## src/rtl/serial_mult_ctrl.sv

```systemverilog
// Sequencer for a shift-add serial multiplier datapath: accept, load, WL shift/add steps, capture, hold.
// Optional SMUL_EARLY_EXIT_EN: leave RUN as soon as the datapath reports the multiplier exhausted.
module serial_mult_ctrl #(
    parameter int unsigned WL = 4
) (
    input  logic                  CLK,
    input  logic                  RST_N,
    input  logic                  IN_VALID,
    output logic                  IN_READY,
    input  logic [WL-1:0]         OP_A,
    input  logic [WL-1:0]         OP_B,
    input  logic                  ABORT,
    output logic                  OUT_VALID,
    input  logic                  OUT_READY,
    output logic [2*WL-1:0]       RESULT,
    output logic [2*WL-1:0]       DP_A,
    output logic [2*WL-1:0]       DP_B,
    output logic                  DP_LOAD,
    output logic                  DP_CLR,
    output logic                  DP_ADD,
    output logic                  DP_SHIFT,
    input  logic                  DP_LSB,
    input  logic                  DP_BZERO,
    input  logic [2*WL-1:0]       DP_PRODUCT,
    output logic [$clog2(WL):0]   ITERS
);

    localparam int unsigned PW = 2 * WL;
    localparam int unsigned CW = $clog2(WL) + 1;

    typedef enum logic [2:0] {
        S_IDLE    = 3'd0,
        S_LOAD    = 3'd1,
        S_RUN     = 3'd2,
        S_CAPTURE = 3'd3,
        S_DONE    = 3'd4
    } state_e;

    state_e          state_q, state_d;
    logic [CW-1:0]   cnt_q, cnt_d;
    logic [CW-1:0]   iters_q, iters_d;
    logic [PW-1:0]   dp_a_q, dp_a_d;
    logic [PW-1:0]   dp_b_q, dp_b_d;
    logic [PW-1:0]   result_q, result_d;
    logic            in_ready_q, in_ready_d;
    logic            out_valid_q, out_valid_d;
    logic            dp_load_q, dp_load_d;
    logic            dp_clr_q, dp_clr_d;
    logic            run_step;
    logic            exit_early;

`ifdef SMUL_EARLY_EXIT_EN
    assign exit_early = DP_BZERO;
`else
    logic unused_bzero;
    assign unused_bzero = DP_BZERO;
    assign exit_early   = 1'b0;
`endif

    // State and registered outputs
    always_ff @(posedge CLK or negedge RST_N) begin
        if (!RST_N) begin
            state_q     <= S_IDLE;
            cnt_q       <= '0;
            iters_q     <= '0;
            dp_a_q      <= '0;
            dp_b_q      <= '0;
            result_q    <= '0;
            in_ready_q  <= 1'b1;
            out_valid_q <= 1'b0;
            dp_load_q   <= 1'b0;
            dp_clr_q    <= 1'b0;
        end else begin
            state_q     <= state_d;
            cnt_q       <= cnt_d;
            iters_q     <= iters_d;
            dp_a_q      <= dp_a_d;
            dp_b_q      <= dp_b_d;
            result_q    <= result_d;
            in_ready_q  <= in_ready_d;
            out_valid_q <= out_valid_d;
            dp_load_q   <= dp_load_d;
            dp_clr_q    <= dp_clr_d;
        end
    end

    // Next state, latches and Moore decodes of the next state
    always_comb begin
        state_d  = state_q;
        cnt_d    = cnt_q;
        iters_d  = iters_q;
        dp_a_d   = dp_a_q;
        dp_b_d   = dp_b_q;
        result_d = result_q;
        run_step = 1'b0;

        case (state_q)
            S_IDLE: begin
                if (IN_VALID) begin
                    dp_a_d  = PW'(OP_A);
                    dp_b_d  = PW'(OP_B);
                    state_d = S_LOAD;
                end
            end
            S_LOAD: begin
                cnt_d   = '0;
                state_d = S_RUN;
            end
            S_RUN: begin
                if (exit_early) begin
                    state_d = S_CAPTURE;
                end else begin
                    run_step = 1'b1;
                    cnt_d    = cnt_q + CW'(1);
                    if (cnt_q == CW'(WL - 1)) begin
                        state_d = S_CAPTURE;
                    end
                end
            end
            S_CAPTURE: begin
                result_d = DP_PRODUCT;
                iters_d  = cnt_q;
                state_d  = S_DONE;
            end
            S_DONE: begin
                if (OUT_READY) begin
                    state_d = S_IDLE;
                end
            end
            default: state_d = S_IDLE;
        endcase

        // Abort wins over every transition and leaves latched data untouched
        if (ABORT) begin
            state_d  = S_IDLE;
            dp_a_d   = dp_a_q;
            dp_b_d   = dp_b_q;
            result_d = result_q;
            iters_d  = iters_q;
        end

        in_ready_d  = (state_d == S_IDLE);
        out_valid_d = (state_d == S_DONE);
        dp_load_d   = (state_d == S_LOAD);
        dp_clr_d    = (state_d == S_LOAD);
    end

    assign IN_READY  = in_ready_q;
    assign OUT_VALID = out_valid_q;
    assign RESULT    = result_q;
    assign DP_A      = dp_a_q;
    assign DP_B      = dp_b_q;
    assign DP_LOAD   = dp_load_q;
    assign DP_CLR    = dp_clr_q;
    assign ITERS     = iters_q;
    // Step strobes depend on the live multiplier bits, so they stay combinational
    assign DP_SHIFT  = run_step;
    assign DP_ADD    = run_step & DP_LSB;

endmodule

```

## config.mk

```make
export PLATFORM = sky130hd
export DESIGN_NAME = serial_mult_ctrl
export DESIGN_NICKNAME = d
export VERILOG_FILES = /design/src/rtl/serial_mult_ctrl.sv
export SDC_FILE = /design/constraint.sdc
export NUM_CORES = 1
export LEC_CHECK = 0
export BUFFER_PORTS_ARGS = -buffer_cell sky130_fd_sc_hd__buf_2
export CAP_MARGIN = 20
export CORE_MARGIN = 2
export CORE_UTILIZATION = 50
export DETAILED_ROUTE_END_ITERATION = 10
export PLACE_DENSITY = 0.89
export REMOVE_ABC_BUFFERS = 1
export SLEW_MARGIN = 0
export SYNTH_ARGS = -nofsm -noshare
export SYNTH_HDL_FRONTEND = slang
export SYNTH_SLANG_ARGS = --single-unit
```

## constraint.sdc

```tcl
create_clock -name CLK -period 3 [get_ports CLK]
set_input_delay 0.6 -clock CLK [delete_from_list [all_inputs] [get_ports CLK]]
set_output_delay 0.6 -clock CLK [all_outputs]
set_load 0.01 [all_outputs]
```

Word-level counts from Yosys, hierarchy flattened
Cells that the tools add are included.
Word-level totals
  input bits: 23
  output and inout port bits: 33
  word-level logic and storage cells: 31
  register bits after elaboration: 28
Cells by class
  bitwise operators: 2
  reductions and logical operators: 5
  eq/ne operators: 7
  mux-type cells: 7
  $add $sub $neg: 1
Operators with widths (number)
  3-bit case mux with 5 select lines: 1
  3-bit two-way mux: 4
  3-bit by 2-bit == test with 1-bit output (second input constant): 3
  3-bit by 1-bit == test with 1-bit output (second input constant): 2
  3-bit == test (second input constant): 2
  3-bit zero test: 2
  3-bit case mux with 2 select lines: 1
  3-bit by 1-bit adder with 3-bit output (second input constant): 1
  3-bit AND reduction: 1
  2-bit AND reduction: 1
  2-bit nonzero test: 1
  1-bit bitwise AND: 1
  1-bit two-way mux: 1
  1-bit NOT: 1

Logic depth before layout (Yosys ltp)
  word-level depth: 5
  mapped depth: 5
  gate-level depth less buffers: 4

Worst setup path after synthesis
No wires, ideal clock.
  path type: reg-to-output
  start: reg state_q[0]
  end: out DP_ADD
  required time: 2.400 ns
  cell stages (with the launch flop): 4
  setup slack: 1.505 ns
  buffers on the path: 1
  data arrival time: 0.895 ns
  path through: dfrtp_1 -> buf_2 -> nor2_1 -> and3_1
On the way
  word-level cells in the longest chain between the ends: 3
Ends and longest elaborated chain
  start, declared: line 39  | state_e state_q, state_d;
  start signal, assigned: line 74  | state_q <= state_d;
  3-bit by 2-bit == test with 1-bit output: line 97  | case (state_q)
  1-bit two-way mux: line 97
  1-bit bitwise AND: line 158  | assign DP_ADD = run_step & DP_LSB;
  end, declared: line 20  | output logic DP_ADD,
Every way passes these cells.

Worst setup path after layout
Ends and elaborated chain as after synthesis.

==> flow_summary.json <==
{
  "outcome": "completed",
  "post_synth_num_cell_types": 27,
  "antenna_cells": 0,
  "ctsHoldBuffers": 0,
  "synth_edf_count": 0,
  "ios": 56,
  "grt_pass1_wl_mm": 3.360,
  "die_w_um": 54.60,
  "critPathLaunchType": "flop",
  "crit_chain": "nor2_1 -> and3_1 -> buf_2",
  "grt_max_degree": 29,
  "dr.pass1.iters": 4,
  "synth_top_area_share": 0.5279,
  "clk_latency_ns": 0.32,
  "worst-path-buf-inv": 1,
  "seqCellArea_um2": 701.9,
  "async_flop_share": 1.000,
  "drc": 0,
  "cp.required_ns": 2.40,
  "place.gp.congestion": 0.7532,
  "ys_seq_area_frac": 0.5484,
  "cts_setup_buffers": 0,
  "whs_ns": 0.2556,
  "overflow": 0,
  "crit_path_max_incr_delay_ns": 0.54,
  "cts_tree": "built",
  "hold_class": "input pin to asynchronous set/reset pin",
  "slowest_stage": "dfrtp_1",
  "clock_sinks": 28,
  "post-route-util": 0.6182,
  "relSlewSlack": 0.6128,
  "synth_top_cell_by_area": "dfrtp_1",
  "die_h_um": 54.60,
  "clock-root-buffer": "clkbuf_4",
  "rsz0062_at_grt": "false",
  "cts.reportedPaths.clkPinSlew_ns": 0.14,
  "end_kind": "output pin",
  "finalNonFillerCells": 167,
  "post-route-period-util": 0.6620,
  "dpl.hpwl_mm": 1.725,
  "avgRoutedWirePerCell_um": 13.61,
  "synth_area_um2": 1280,
  "ys_ff_latch": 28,
  "routed_via_density": 5.000,
  "dp_slack_ns": 1.283,
  "p_leak_nw": 0.7988,
  "wirelength_mm": 2.273,
  "antenna_found_initial": 0,
  "htree_levels": 1,
  "final_hold_viol_count": 0,
  "p_int_mw": 0.7802,
  "synth_top_flop_cell": "dfrtp_1",
  "fin_setup_tns_ns": 0,
  "clock_path_buffers": 2,
  "crit_type": "flop to output pin",
  "min_period_ns": 1.986,
  "worst_pin_slew_ns": 0.5808,
  "fmax_mhz": 503.5,
  "coreArea_um2": 2455,
  "setup_viol": 0,
  "dp.cells": 163,
  "switchingPower_mw": 0.3007,
  "drv_slew": 0,
  "start_util": 0.5214,
  "ant_nets": 0,
  "pwr-share-seq": 0.491,
  "drive_above_1_share": 0.5401,
  "yosys-top-cells-area": "dfrtp_1, mux2_4, mux2_2",
  "finish.net_count": 163,
  "vias": 835,
  "port_buffers": 46,
  "design.die.area_um2": 2981,
  "numCtsBuffers": 3,
  "drt-initial-drc-count": 4,
  "grt_pass1_vias": 795,
  "critical_path_arrival_ns": 1.39,
  "placementRows": 18,
  "switching_share": 0.2782,
  "fin_skew_ns": 0.002319,
  "grt_usage": 0.1596,
  "worst_slack_ns": 1.014,
  "fill_cells": 206,
  "path_delay_family": "flip-flops",
  "p_comb_frac": 0.288,
  "syn_area_per_cell_um2": 13.76,
  "cp_max_fo": 12,
  "p_per_area_nw_per_um2": 712.2,
  "synth.yosys.warnings": 0,
  "multi_input_area_um2": 484.2,
  "ir_drop_mv": 0.5318,
  "drv_cap": 0,
  "netlist_instances": 93,
  "area_delta_synth_final_pct": 18.57,
  "clkPwrFrac": 0.221,
  "cts-resized-gates": 0
}
-- layout make-up --
| cell class | instances | share of cell area |
|---|---|---|
| Clock buffer | 3 | 0.01484 |
| Inverter | 3 | 0.007420 |
| Tap cell | 30 | 0.02473 |
| Clock inverter | 1 | 0.01979 |
| Timing Repair Buffer | 46 | 0.1517 |
| Sequential cell | 28 | 0.4625 |
| Multi-Input combinational cell | 56 | 0.3190 |
-- cells in the mapped netlist, types with 2 or more instances --
cell and instances:
dfrtp_1 27, mux2_2 10, a22o_1 4, mux2_4 10, buf_4 9, nand2_1 2, nor2_1 3, buf_2 2
a21oi_1 3, o21ai_0 2, inv_1 3, nor3_1 2, ha_1 2
-- final timing paths --
| path | start | to | slack, ns | cells after the start |
|---|---|---|---|---|
| max in group asynchronous | RST_N | DP_B[2] | 2.37 | 1 |
| worst min-delay path | RST_N | DP_A[3] | 0.26 | 1 |
| worst max-delay path | state_q[0] | DP_ADD | 1.01 | 3 |
| worst max register to register | state_q[2] | RESULT[5] | 1.51 | 3 |
| min in group CLK | OP_A[0] | DP_A[0] | 0.50 | 2 |
| worst min register to register | DP_A[3] | DP_A[3] | 0.52 | 1 |
-- registers in the layout, indices dropped and copies added (netlist names) --
name and flops:
DP_A 4, DP_B 4, DP_CLR 1, IN_READY 1
ITERS 3, OUT_VALID 1, RESULT 8, cnt_q 3
state_q 3
-- layer usage --
metal  wire length [um]  vias to the layer above  share of wire  track usage
met5                  0                        -              0            0
met4                 12                        0         0.0053      0.07083
met3                138                        2          0.061      0.03552
met2               1232                       31           0.54       0.2857
met1                890                      410           0.39       0.1788
li1                   -                      392              -            -
-- logic make-up (layout without fill, tap and decap cells) --
family | count (synthesis) | count (layout) | share of synthesized area
flops | 28 | 28 | 0.5484
mux | 21 | 21 | 0.2131
buf+inv | 16 | 53 | 0.09384
simple gates | 14 | 14 | 0.06257
compound gates | 10 | 10 | 0.05278
fa+ha+maj | 2 | 2 | 0.01955
other cells | 1 | 8 | 0.002930
xor+xnor | 1 | 1 | 0.006844
-- power by group through the flow --
stage                     combinational (mW)  clock, mW  sequential (mW)
after floorplan                        0.152          0            0.568
after global placement                 0.301          0            0.529
after detailed placement               0.315          0            0.539
after CTS                              0.317      0.247            0.531
after global routing                   0.345      0.258            0.544
final                                  0.311      0.239            0.531
-- layout by cell type, fill, tap and decap left out, drive strengths merged --
cell / instances
mux2: 20
dfstp: 1
o21ai: 2
dfrtp: 27
ha: 2
a22o: 4
nor3: 2
nand3: 2
nand2: 2
xnor2: 1
clkbuf: 3
and3: 2
and2: 1
buf: 46
mux2i: 1
inv: 3
nor4: 1
nor2: 4
a21oi: 3
conb: 8
bufinv: 1
o31ai: 1
-- per-stage QoR --
step / total power, mW / area (um^2)
2_1_floorplan: 0.7199 / 1197
3_3_place_gp: 0.8304 / 1465
3_5_place_dp: 0.8538 / 1465
4_1_cts: 1.096 / 1518
5_1_grt: 1.147 / 1518
6_report: 1.081 / 1518
Power figures use the tool's default switching activity.
